## config.mk

```make
export PLATFORM = sky130hd
export DESIGN_NAME = cpu_control_fsm
export DESIGN_NICKNAME = d
export VERILOG_FILES = /design/src/rtl/cpu_control_fsm.sv
export SDC_FILE = /design/constraint.sdc
export NUM_CORES = 1
export LEC_CHECK = 0
export CORE_MARGIN = 2
export CORE_UTILIZATION = 35
export DETAILED_ROUTE_END_ITERATION = 7
export MAX_ROUTING_LAYER = met4
export PLACE_DENSITY = 0.84
export REMOVE_ABC_BUFFERS = 1
export SLEW_MARGIN = 20
export SYNTH_ARGS = -nofsm -noshare
export SYNTH_HDL_FRONTEND = slang
export SYNTH_SLANG_ARGS = --single-unit
```

## constraint.sdc

```tcl
create_clock -name clk -period 1.2 [get_ports clk]
set_input_delay 0.12 -clock clk [delete_from_list [all_inputs] [get_ports clk]]
set_output_delay 0.12 -clock clk [all_outputs]
set_load 0.01 [all_outputs]
```

## src/rtl/cpu_control_fsm.sv

```systemverilog
// cpu_control_fsm: multi-cycle control unit sequencing register read, ALU and writeback.
// Latency: 2 states after DECODE for MOV imm, 4 for MOV reg and CMP, 5 for ADD/AND/MVN; illegal returns from DECODE.
// Backpressure: none; a start is accepted only while w=1, and s is ignored in all other states.
//
// Ports:
//   clk, reset      rising-edge clock, synchronous active-high reset (forces WAIT)
//   s               start strobe, level-sampled only in WAIT
//   opcode, op      decoded instruction fields, captured on the edge that leaves WAIT
//   w               high only in WAIT
//   nsel            one-hot register select: 001 Rm, 010 Rd, 100 Rn
//   vsel            one-hot writeback source: 0001 C, 0100 sximm8
//   loada, loadb    load A / B pipeline registers
//   asel, bsel      ALU operand selects (asel=1 zeroes A; bsel never driven high)
//   loadc, loads    load C register / status flags
//   write           register file write enable
//   illegal         high during DECODE of an unsupported encoding
module cpu_control_fsm (
  input  logic       clk,
  input  logic       reset,
  input  logic       s,
  input  logic [2:0] opcode,
  input  logic [1:0] op,
  output logic       w,
  output logic [2:0] nsel,
  output logic [3:0] vsel,
  output logic       loada,
  output logic       loadb,
  output logic       asel,
  output logic       bsel,
  output logic       loadc,
  output logic       loads,
  output logic       write,
  output logic       illegal
);

  localparam logic [2:0] S_WAIT      = 3'd0;
  localparam logic [2:0] S_DECODE    = 3'd1;
  localparam logic [2:0] S_WRITE_IMM = 3'd2;
  localparam logic [2:0] S_GET_A     = 3'd3;
  localparam logic [2:0] S_GET_B     = 3'd4;
  localparam logic [2:0] S_ALU       = 3'd5;
  localparam logic [2:0] S_WRITE_REG = 3'd6;

  localparam logic [4:0] OP_MOV_IMM = 5'b110_10;
  localparam logic [4:0] OP_MOV_REG = 5'b110_00;
  localparam logic [4:0] OP_CMP     = 5'b101_01;
  localparam logic [4:0] OP_MVN     = 5'b101_11;

  localparam logic [2:0] NSEL_NONE = 3'b000;
  localparam logic [2:0] NSEL_RM   = 3'b001;
  localparam logic [2:0] NSEL_RD   = 3'b010;
  localparam logic [2:0] NSEL_RN   = 3'b100;

  localparam logic [3:0] VSEL_NONE = 4'b0000;
  localparam logic [3:0] VSEL_C    = 4'b0001;
  localparam logic [3:0] VSEL_IMM  = 4'b0100;

  logic [2:0] state;
  logic [2:0] next_state;
  logic [4:0] ir;          // captured {opcode, op} for the instruction in flight
  logic       alu_class;   // 101_xx: two-operand ALU instructions

  assign alu_class = (ir[4:2] == 3'b101);

  always_ff @(posedge clk) begin
    if (reset) begin
      state <= S_WAIT;
      ir    <= 5'b0;
    end else begin
      state <= next_state;
      // Fields are frozen for the whole instruction; decoder changes after
      // the start edge must not alter the sequence.
      if (state == S_WAIT && s) begin
        ir <= {opcode, op};
      end
    end
  end

  always_comb begin
    next_state = S_WAIT;
    case (state)
      S_WAIT:      next_state = s ? S_DECODE : S_WAIT;
      S_DECODE: begin
        if (ir == OP_MOV_IMM)      next_state = S_WRITE_IMM;
        else if (ir == OP_MOV_REG) next_state = S_GET_B;
        else if (alu_class)        next_state = S_GET_A;
        else                       next_state = S_WAIT;
      end
      S_WRITE_IMM: next_state = S_WAIT;
      S_GET_A:     next_state = S_GET_B;
      S_GET_B:     next_state = S_ALU;
      // CMP only updates flags, so it skips the writeback state.
      S_ALU:       next_state = (ir == OP_CMP) ? S_WAIT : S_WRITE_REG;
      S_WRITE_REG: next_state = S_WAIT;
      default:     next_state = S_WAIT;
    endcase
  end

  always_comb begin
    w       = 1'b0;
    nsel    = NSEL_NONE;
    vsel    = VSEL_NONE;
    loada   = 1'b0;
    loadb   = 1'b0;
    asel    = 1'b0;
    bsel    = 1'b0;
    loadc   = 1'b0;
    loads   = 1'b0;
    write   = 1'b0;
    illegal = 1'b0;
    case (state)
      S_WAIT: w = 1'b1;
      S_DECODE: begin
        illegal = !((ir == OP_MOV_IMM) || (ir == OP_MOV_REG) || alu_class);
      end
      S_WRITE_IMM: begin
        nsel  = NSEL_RN;
        vsel  = VSEL_IMM;
        write = 1'b1;
      end
      S_GET_A: begin
        nsel  = NSEL_RN;
        loada = 1'b1;
      end
      S_GET_B: begin
        nsel  = NSEL_RM;
        loadb = 1'b1;
      end
      S_ALU: begin
        loadc = 1'b1;
        // MOV reg and MVN pass only the shifted B operand, so A is forced to 0.
        asel  = (ir == OP_MOV_REG) || (ir == OP_MVN);
        loads = (ir == OP_CMP);
      end
      S_WRITE_REG: begin
        nsel  = NSEL_RD;
        vsel  = VSEL_C;
        write = 1'b1;
      end
      default: ;
    endcase
  end

endmodule

```

==> flow_summary.yaml, run 1 <==
run_status:
  status: "complete, but fails checks"
  violations: "setup timing"
clock_network:
  clk_latency_ps: 250
  htreeDepth: 1
  cts_tree: "done"
  cts_buffer_depth: 2
  clk_pin_slew_ps: 60
  clockRootBuffer: "clkbuf_4"
  cts_sinks: 8
  numCtsBuffers: 3
cells_and_area:
  drive_gt1_share_pct: 56.6
  num-fill-cells: 121
  area_delta_synth_final_pct: 77.2
  seqCellArea_um2: 173
  multi_input_area_um2: 375
  diodes: 0
  nets: 109
  stdcell_count: 114
grt:
  grt_pass1_vias: 631
  grt_max_degree: 8
  antenna_found_initial: 0
  grt_pass1_wl_mm: 2.53
  grt_usage_pct: 18.4
  gr-total-overflow: 0
timing:
  drv_slew: 0
  hold_viol: 0
  period_needed_ps: 1320
  timing.final.crit_share_pct: 110
  fin_skew_ps: 3.06
  fmax_mhz: 756
  fin_ws_ps: -123
  whs_ps: 474
  rsz0062_at_grt: "true"
  setup_viol: 16
die:
  rows: 13
  pin_count: 24
  core_mm2: 0.00135
  initial_core_util_pct: 39.0
  chipHeight_um: 42.8
  die-area_mm2: 0.00183
  die_w_um: 42.8
synthesis:
  yosysWarningCount: 0
  synthesis.area_um2: 527
  ys_seq_area_share_pct: 30.4
  ys_seq_elements: 8
  postSynthCellCount: 61
  syn_avg_cell_area_um2: 8.64
  synth_cell_type_count: 28
power_and_ir_drop:
  leakage_nw: 0.445
  irDropWorstVdd_mv: 0.757
  p_per_area_mw_per_mm2: 721
  total_power_mw: 0.673
setup_path:
  r2r_start: "state[1]"
  crit_path_start: "ir[3]"
  startpoint_type: "flop"
  worstSetupPathType: "reg -> out"
  endpoint_kind: "output port"
  reg2reg_depth: 5
  cp.required_ps: 1080
  critPathMaxFanout: 4
  worstPathArrival_ps: 1200
detailed_routing:
  totalWireLength_mm: 1.56
  vias: 604
  first_pass_iters: 4
  ant_nets: 0
  drtIter0Drc: 6
  drc: 0
  vias_per_cell: 5.30
  wl_per_cell_um: 13.7
place:
  dp_cells: 108
  dpl.hpwl_mm: 1.04
  portBuffers: 20
  place_congestion: 0.875
job:
  drv_cap: 0
hold_path:
  hold_path.class: "reg -> reg"
  hp-start: "state[1]"
  hold_depth: 1
-- worst max-delay path, cell delays in order (launching register included) --
cell and delay, ps:
dfxtp_2 340, nor3b_4 150, o21a_1 210, nor3_2 100, buf_2 140
-- cells in the mapped netlist --
cell / n / share of area [%]
and4_1: 1 / 1.7
nand3_1: 2 / 1.9
buf_6: 1 / 2.1
nor4_1: 1 / 1.2
buf_1: 1 / 0.71
and3b_2: 1 / 1.9
nand2_1: 2 / 1.4
nor4b_4: 1 / 4.5
clkbuf_1: 2 / 1.4
buf_4: 4 / 5.7
a31oi_1: 2 / 2.4
or2b_1: 1 / 1.4
nor3_1: 2 / 1.9
a211oi_1: 2 / 2.8
o21bai_1: 1 / 1.4
nor2b_1: 5 / 5.9
mux2i_1: 5 / 9.5
nor4b_1: 1 / 1.7
and2b_2: 1 / 1.7
a41o_1: 2 / 3.8
inv_1: 1 / 0.71
nand2b_1: 1 / 1.2
conb_1: 1 / 0.71
nor2_1: 7 / 5.0
o21a_1: 1 / 1.4
and2_1: 1 / 1.2
nor3b_1: 3 / 4.3
dfxtp_1: 8 / 30
-- registers in the layout, indices dropped and copies added, names as in the netlist --
signal,cells
ir,5
state,3
-- path summary, 6_finish.rpt --
path                            slack (ps)        to
worst max register to register         -70     ir[0]
worst min register to register         470  state[0]
worst min-delay path                   470  state[0]
worst max-delay path                  -120   illegal
-- kinds of logic after synthesis --
group	after synthesis	share of synthesized area (%)
and+or+nand+nor	30	36.8
buffers and inverters	9	10.7
AOI/OAI and AO/OA	8	11.9
DFF	8	30.4
muxes	5	9.50
other	1	0.712
-- through the flow --
stage | worst slack [ps] | instance area (um^2) | TNS, ps | util, %
detailed placement | -384 | 836 | -4480 | 61.9
global placement | -321 | 836 | -4130 | 61.9
floorplan | -17.8 | 482 | -88.9 | -
CTS | -135 | 915 | -1130 | 67.7
global route | -167 | 933 | -2140 | 69.1
finish | -123 | 933 | -1160 | 69.1
-- final cells by class --
class                      count  area share (%)
sequential                     8            18.5
multi-input combinational     46            40.2
clock buffer                   3            2.41
inverter                       1           0.402
timing repair buffer          41            36.5
tap                           15            2.01
-- cell usage in the layout, fill, tap and decap left out, drive strengths merged, types with 2 or more instances in the layout --
master	instances
nor4b	2
nor2b	5
clkbuf	3
nor2	7
a41o	2
nand3	2
nor3b	3
a31oi	2
dfxtp	8
clkdlybuf4s50	7
nor3	2
mux2i	5
nand2	2
conb	3
a211oi	2
buf	34
-- layer usage --
layer | global-route usage (%) | routed length, um
met5 | - | 0
met3 | 3.40 | 99
met2 | 38.8 | 880
met1 | 15.1 | 563
met4 | 6.25 | 17
-- power breakdown --
part           internal [mW]  total, mW  leakage [nW]  switching (mW)
Sequential             0.278      0.297        0.0685          0.0182
Clock                  0.115      0.207        0.0138          0.0925
Combinational          0.102      0.169         0.363          0.0674
-- what timing repair did --
item / 4_1_cts / 5_1_grt
resized for setup: 78 / 4
pin swaps: 5 / 3
endpoints found under the setup margin: 19 / 20
setup buffers: 3 / 0
hold endpoints to repair: 0 / 0
hold buffers: 0 / 0
Power figures use the tool's default switching activity.
==> run 2: changes to the inputs <==
--- a/config.mk
+++ b/config.mk
@@ -7,6 +7,7 @@
 export LEC_CHECK = 0
 export CORE_MARGIN = 2
 export CORE_UTILIZATION = 35
+export CTS_CLUSTER_SIZE = 30
 export DETAILED_ROUTE_END_ITERATION = 7
 export MAX_ROUTING_LAYER = met4
 export PLACE_DENSITY = 0.84
==> results of run 2 <==
Same layout as run 1: the final DEF is identical, and so are final timing and power.
==> run 3: changes to the inputs <==
--- a/config.mk
+++ b/config.mk
@@ -7,8 +7,8 @@
 export LEC_CHECK = 0
 export CORE_MARGIN = 2
 export CORE_UTILIZATION = 35
-export CTS_CLUSTER_SIZE = 30
 export DETAILED_ROUTE_END_ITERATION = 7
+export GPL_TIMING_DRIVEN = 0
 export MAX_ROUTING_LAYER = met4
 export PLACE_DENSITY = 0.84
 export REMOVE_ABC_BUFFERS = 1
==> flow_summary.yaml, run 3 (synthesis results as in run 1) <==
clock_network:
  htreeDepth: 1
  ctsHoldBuffers: 0
  numCtsBuffers: 3
  clockRootBuffer: "clkbuf_4"
  clk_latency_ps: 260
  cts_tree: "done"
  cts_sinks: 8
  cts_buffer_depth: 2
  clk_pin_slew_ps: 60
run_status:
  violations: "setup timing"
  status: "complete, but fails checks"
timing:
  fin_ws_ps: -173
  fin_skew_ps: 6.54
  setup_viol: 12
  timing.final.crit_share_pct: 114
  drv_slew: 0
  hold_viol: 0
  fmax_mhz: 728
  finalSetupTns_ps: -905
  period_needed_ps: 1370
  rsz0062_at_grt: "true"
cells_and_area:
  final_cell_area_um2: 943
  final_common_cell: "buf_6"
  stdcell_count: 110
  diodes: 0
  regMostFlops: "ir"
  drive_gt1_share_pct: 60.0
  num-fill-cells: 106
  nets: 105
  top_regs: "ir: 5 flops, state: 3 flops"
  utilization_pct: 69.9
  largest_reg_flops: 5
  final_cell_mix: "buf_6, buf_2, nor2_1, clkdlybuf4s50_1, buf_4"
  area_delta_synth_final_pct: 79.1
setup_path:
  reg2reg_slack_ps: -90
  startpoint_type: "flop"
  cp.required_ps: 1080
  slowest_stage: "dfxtp_2"
  critPathMaxFanout: 3
  endpoint_kind: "output port"
  crit_path_max_incr_delay_ps: 330
  crit_chain: "nor2b_4, buf_6, o21a_1, nor3_2, buf_2"
  worstSetupPathType: "reg -> out"
  worstPathArrival_ps: 1250
detailed_routing:
  first_pass_iters: 4
  vias: 571
  drc: 0
  totalWireLength_mm: 1.45
  vias_per_cell: 5.19
  wl_per_cell_um: 13.2
  drtIter0Drc: 5
  ant_nets: 0
place:
  dp_cells: 90
  place_area_um2: 701
  portBuffers: 20
  place_congestion: 0.812
  dpl.hpwl_um: 756
power_and_ir_drop:
  power_switching_mw: 0.184
  p_per_area_mw_per_mm2: 730
  intPower_mw: 0.504
  switching_share_pct: 26.8
  pwr-share-clk_pct: 30.1
  leakage_nw: 0.434
  combPwrFrac_pct: 26.1
  irDropWorstVdd_mv: 0.716
  p_seq_share_pct: 43.9
hold_path:
  hold_path.class: "in -> reg"
grt:
  met3_usage_pct: 3.83
  grt_use_met1_pct: 19.1
  grt_usage_pct: 18.7
  grt_pass1_vias: 562
  busiest_layer: "met2"
  gr-total-overflow: 0
  grt_pass1_wl_mm: 2.50
  antenna_found_initial: 0
  grt_max_degree: 9
  grtUsageMet2_pct: 34.2
job:
  drv_cap: 0
die:
  die-area_mm2: 0.00183
  chipHeight_um: 42.8
  pin_count: 24
  die_w_um: 42.8
  core_mm2: 0.00135
  rows: 13
  initial_core_util_pct: 39.0
## run 3: cell type report
type / count / area [um^2] / area share (%)
multi-input cells: 46 / 398 / 42.2
repair buffers: 37 / 323 / 34.2
flip-flops and latches: 8 / 178 / 18.8
clock buffers: 3 / 22.5 / 2.39
well taps: 15 / 18.8 / 1.99
inverters: 1 / 3.75 / 0.398
## run 3: timing repair
item                       4_1_cts  5_1_grt
resized for setup               83       13
hold endpoints to repair         0        0
pin swaps                        6        8
cloned                           0        0
setup endpoints to repair       18       18
buffers inserted                15        3
## run 3: power by group through the flow
stage / registers [mW] / clock network (mW) / logic [mW]
after global placement: 0.305 / 0 / 0.101
after CTS: 0.298 / 0.212 / 0.157
after global routing: 0.305 / 0.228 / 0.194
after floorplan: 0.300 / 0 / 0.0612
after detailed placement: 0.305 / 0 / 0.104
final: 0.302 / 0.207 / 0.179
## run 3: path summary, 6_finish.rpt
path             start       end  cells after the start
min          opcode[0]     ir[2]                      3
min reg2reg   state[1]  state[0]                      1
max reg2reg   state[1]     ir[4]                      5
max              ir[2]   illegal                      5
## run 3: per-stage QoR
stage,hold slack (ps),total power [mW],worst slack [ps]
after CTS,473,0.667,-162
final,477,0.688,-173
after global placement,523,0.407,-505
after detailed placement,538,0.409,-510
after floorplan,189,0.361,-17.8
after global routing,489,0.727,-231
## run 3: routing by layer
metal  up-vias  part of all wire (%)
met1       268                    41
li1        282                     -
met3         0                   5.5
met2        21                    54
met5         -                     0
met4         0                     0
## run 3: worst max-delay path: cells and delay by family (launching register included)
kind / cells / cell delay, ps
AO/OA/AOI/OAI: 1 / 170
AND/OR/NAND/NOR: 2 / 230
flip-flops: 1 / 330
buffers and inverters: 2 / 270
==> RTL edit 1 (flow settings as in run 1) <==
Make the reset (`reset`) asynchronous in one clocked block. Comments in the files are not updated.
--- a/src/rtl/cpu_control_fsm.sv
+++ b/src/rtl/cpu_control_fsm.sv
@@ -63,5 +63,5 @@
   assign alu_class = (ir[4:2] == 3'b101);
 
-  always_ff @(posedge clk) begin
+  always_ff @(posedge clk or posedge reset) begin
     if (reset) begin
       state <= S_WAIT;
Formal check against the unedited RTL: differs if reset is asserted again (counterexample within 4 cycles, from zero or initial values and one cycle with reset high); with reset held inactive, the same outputs for 10 cycles.
==> RTL edit 1 against run 1 <==
  * The run still ends with negative setup slack left
  * Design area rose by 19%
  * Fmax shrank 14%
  * Hold slack got worse by 0.35 ns
  * Highest routed layer unchanged
  * Area after synthesis rose by 11%
  * Cell count up 8.8%
  * Wire length grew 12%
  * Utilization grew 2.9 points
  * Via count is 2.3% higher
  * Setup slack worse by 0.21 ns
  * Critical path depth is the same
  * Sequential cell count unchanged
  * Register-to-register slack lost 0.13 ns
  * Count of clock-buffer cells in the layout did not move
Power is left out: it rests on default switching activity, and per cell area and clock period it moved more than threefold.
==> RTL edit 1: results (changes against run 1) <==
| Metric | Value |
|---|---|
| Outcome | finished, violations left |
| Violated checks | negative setup slack |
| Worst reg-to-reg path cell count | 6 (+1) |
| Reg-to-Reg Start | ir[1]$_DFFE_PP0N_ |
| Reg-to-Reg End | state[2]$_DFF_PP0_ |
| GRT Overall Usage | 0.197 (+0.0136) |
| Setup WS post-layout | -0.333 ns (-0.211 ns) |
| Clk_skew | 0.00324 ns (+0.000176 ns) |
| First-pass GRT wire length | 2700 µm (+6.5%) |
| Dominant synthesized flop cell | dfrtp_1 |
| Peak per-stage delay on the critical path | 0.45 ns (+0.11 ns) |
| Final setup viols | 18 (+2) |
| 1st-iter DRT viols | 10 (+4) |
| Top cells by area, synth | dfrtp_1, mux2_4, buf_4 |
| Worst hold slack | 0.127 ns (-0.347 ns) |
| Layout Nets | 118 (+8.3%) |
| Number of global-route vias before repair | 599 (-5.1%) |
| Commonest cells post-synth | dfrtp_1, mux2_4, buf_4, nor2b_1, nor3b_1 |
| Vias per cell | 4.98 (-5.9%) |
| CP arrival | 1.41 ns (+0.21 ns) |
| Share of layout cells above drive strength 1 | 0.694 (+0.129) |
| Sequential share of the synthesized area | 0.343 (+0.0393) |
| Fill cells | 125 (+3.3%) |
| Synth unique cells | 27 (-3.6%) |
| Pre-CTS WS | -0.552 ns (-0.167 ns) |
| Total routed wirelength | 1750 µm (+12%) |
-- RTL edit 1: changes by cell type after synthesis, sizes merged, moves of 3 or more --
cell,run 1,this run
mux2,0,5
nand3b,0,3
dfxtp,8,0
mux2i,5,0
nor2,7,3
dfrtp,0,8
-- RTL edit 1: layout make-up --
cell class              count  share of cell area
flip-flops and latches      8               0.185
multi-input cells          43               0.364
inverters                   2             0.00676
clock buffers               3              0.0203
well taps                  16              0.0180
repair buffers             52               0.407
-- RTL edit 1: how the worst max path moves through the flow --
stage	from	to	slack, ns	cells after the start
detailed placement	ir[0]$_DFFE_PP0N_	asel	-0.55	4
global route	ir[2]$_DFFE_PP0N_	asel	-0.41	4
CTS	ir[2]$_DFFE_PP0N_	asel	-0.35	4
global placement	ir[0]$_DFFE_PP0N_	asel	-0.45	4
finish	ir[2]$_DFFE_PP0N_	asel	-0.33	4
floorplan	state[0]$_DFF_PP0_	ir[0]$_DFFE_PP0N_	-0.15	3
-- RTL edit 1: per-layer routing --
layer / share of wire / GRT usage / vias up
li1: - / - / 295
met1: 0.38 / 0.223 / 295
met3: 0.058 / 0.0160 / 2
met4: 0.011 / 0.106 / 0
met2: 0.55 / 0.345 / 26
met5: 0 / - / -
-- RTL edit 1: cells by family (layout without fill, tap and decap cells) --
| logic type | Yosys count | in the layout | synth area share |
|---|---|---|---|
| multiplexers | 5 | 5 | 0.129 |
| other | 1 | 3 | 0.00643 |
| AO/OA/AOI/OAI | 8 | 8 | 0.0923 |
| buffers and inverters | 10 | 57 | 0.127 |
| flip-flops | 8 | 8 | 0.343 |
| AND/OR/NAND/NOR | 27 | 27 | 0.303 |
-- RTL edit 1: through the flow --
stage,TNS (ns),util,instance area [µm²]
2_1_floorplan,-0.762,-,524
3_3_place_gp,-3.97,0.590,910
3_5_place_dp,-4.48,0.590,910
4_1_cts,-2.69,0.687,1060
5_1_grt,-3.96,0.721,1110
6_report,-2.87,0.721,1110
-- RTL edit 1: timing repair --
item	in CTS	in global routing
buffers inserted	10	1
pin swaps	13	3
endpoints found under the hold margin	0	0
gates cloned	0	0
endpoints found under the setup margin	20	21
resized for setup	82	10
-- RTL edit 1: worst reg2reg max path: cells and delay by family, from the launching register on --
kind,cells,cell delay (ns)
buf+inv,3,0.41
simple gates,2,0.26
compound gates,1,0.21
flops,1,0.41
==> RTL edit 2 (config.mk and constraints of run 1) <==
Without the edit above. Register the inputs `s`, `opcode` and `op` before use, with the module's reset. The logic sees them one clock later.
--- a/src/rtl/cpu_control_fsm.sv
+++ b/src/rtl/cpu_control_fsm.sv
@@ -56,4 +56,20 @@
   localparam logic [3:0] VSEL_IMM  = 4'b0100;
 
+  logic s_q;
+  logic [2:0] opcode_q;
+  logic [1:0] op_q;
+
+  always_ff @(posedge clk) begin
+    if (reset) begin
+      s_q      <= '0;
+      opcode_q <= '0;
+      op_q     <= '0;
+    end else begin
+      s_q      <= s;
+      opcode_q <= opcode;
+      op_q     <= op;
+    end
+  end
+
   logic [2:0] state;
   logic [2:0] next_state;
@@ -71,6 +87,6 @@
       // Fields are frozen for the whole instruction; decoder changes after
       // the start edge must not alter the sequence.
-      if (state == S_WAIT && s) begin
-        ir <= {opcode, op};
+      if (state == S_WAIT && s_q) begin
+        ir <= {opcode_q, op_q};
       end
     end
@@ -80,5 +96,5 @@
     next_state = S_WAIT;
     case (state)
-      S_WAIT:      next_state = s ? S_DECODE : S_WAIT;
+      S_WAIT:      next_state = s_q ? S_DECODE : S_WAIT;
       S_DECODE: begin
         if (ir == OP_MOV_IMM)      next_state = S_WRITE_IMM;
Function: changed (Yosys sat finds a counterexample within 4 cycles, from zero or initial values and one cycle with reset high).
==> RTL edit 2 against run 1 <==
  * The flow still finishes with violations (negative setup slack)
  * Cell count is 18% higher
  * Sequential power is 64% higher
  * Hold slack worse by 0.089 ns
  * Setup slack worse by 0.17 ns
  * Design area is 25% higher
  * Combinational power is 30% lower
  * Wire length is 12% higher
  * Total power is 41% higher
  * Fmax is 12% lower
  * Global-route usage is 1.9 points lower
  * Sequential cell count is 6 higher
  * Area after synthesis is 29% higher
==> RTL edit 2: results (changes against run 1) <==
| Metric | Value |
|---|---|
| Outcome | finished, violations left |
| Violated checks | negative setup slack |
| Port bufs | 20 (unchanged) |
| Worst reg-to-reg path cell count | 6 (+1) |
| Reg-to-Reg Start | state[2]$_SDFF_PP0_ |
| Worst hold slack | 0.385 ns (-0.0889 ns) |
| WL met1 | 687 µm (+22%) |
| Routed wire per std cell | 12.9 µm (-5.4%) |
| Pint | 0.732 mW (+48%) |
| DP HPWL | 1100 µm (+5.6%) |
| Largest buffer count on any clock path | 2 (unchanged) |
| Post-CTS sizing | 80 (+2.6%) |
| Pre-CTS WS | -0.550 ns (-0.165 ns) |
| Largest net degree at the start of global routing | 12 (+4) |
| Share of layout cells above drive strength 1 | 0.564 (-0.00202) |
| Root buffer cell | clkbuf_4 |
| GRT Overall Usage | 0.165 (-0.0188) |
| Top flop regs | ir: 5 flops, opcode_q: 3 flops, state: 3 flops |
| Fraction of registers with async set or reset after synthesis | 0 (unchanged) |
| Worst Hold Path Cells | 2 (+1) |
| Cells after synthesis | 72 (+18%) |
| Final setup viols | 19 (+3) |
| Leak Pwr | 0.522 nW (+17%) |
| Synth warnings | 0 (unchanged) |
| Max IR drop VDD | 0.578 mV (-24%) |
| Total number of vias | 639 (+5.8%) |
| 1st-iter DRT viols | 7 (+1) |
| Sequential share of the synthesized area | 0.411 (+0.107) |
| Worst setup path end | illegal |
| Setup TNS | -2.36 ns (-1.20 ns) |
| Hold path endpoint | op_q[1]$_SDFF_PP0_ |
| Worst Hold Class | in2reg |
| Total routed wirelength | 1750 µm (+12%) |
| DR top layer | met4 |
| Commonest cells post-synth | dfxtp_1, nor2b_1, nor2_1 |
| Reg-to-Reg End | ir[3]$_SDFFE_PP0N_ |
| Reg clk slew, reported paths | 0.08 ns (+0.02 ns) |
| Routed wl met2 | 950 µm (+8.0%) |
| Top cells by area, synth | dfxtp_1, nor2b_1, mux2i_1 |
| Initial antenna violation count | 0 (unchanged) |
| Dominant synthesized flop cell | dfxtp_1 |
| # H-tree levels | 1 (unchanged) |
| Setup WS post-layout | -0.296 ns (-0.173 ns) |
| Number of global-route vias before repair | 618 (-2.1%) |
| Layout Nets | 119 (+9.2%) |
| HP Start | op[1] |
| Reg2reg setup slack | -0.16 ns (-0.09 ns) |
| Post-CTS Setup Bufs | 4 (+1) |
| Placed cell area | 987 µm² (+18%) |
| Worst skew pair latency | 0.28 ns (+0.03 ns) |
| GP Congestion | 0.771 (-12%) |
| Crit path launch | ir[3]$_SDFFE_PP0N_ |
| CP top delay family | flip-flops |
| First-pass GRT wire length | 2500 µm (-1.1%) |
| Placed cell count | 127 (+18%) |
| CP arrival | 1.38 ns (+0.18 ns) |
| Hold-fix buffer count after cts | 0 (unchanged) |
| Clk_skew | 0.00157 ns (-0.00149 ns) |
| ANT cells | 0 (unchanged) |
| WL met3 | 83 µm (-16%) |
## RTL edit 2: routing by layer
layer	global-route usage	vias to the layer above
li1	-	319
met1	0.147	290
met2	0.305	26
met3	0.0296	4
met4	0.119	0
met5	-	-
## RTL edit 2: power by group through the flow
stage                     registers [mW]  clock network, mW  logic, mW
after floorplan                    0.503                  0     0.0414
after global placement             0.500                  0      0.100
after detailed placement           0.501                  0      0.103
after CTS                          0.494              0.350      0.109
after global routing               0.491              0.370      0.129
final                              0.488              0.338      0.119
## RTL edit 2: layout make-up
class / count / area, µm²
fill: 134 / 618
multi-input combinational: 50 / 445
timing repair buffer: 40 / 348
sequential: 14 / 297
clock buffer: 4 / 36.3
tap: 25 / 31.3
inverter: 2 / 7.51
## RTL edit 2: cells by family after synthesis
logic type | synth area share
buf+inv | 0.0899
flops | 0.411
simple gates | 0.316
other cells | 0.00550
compound gates | 0.0881
mux | 0.0899
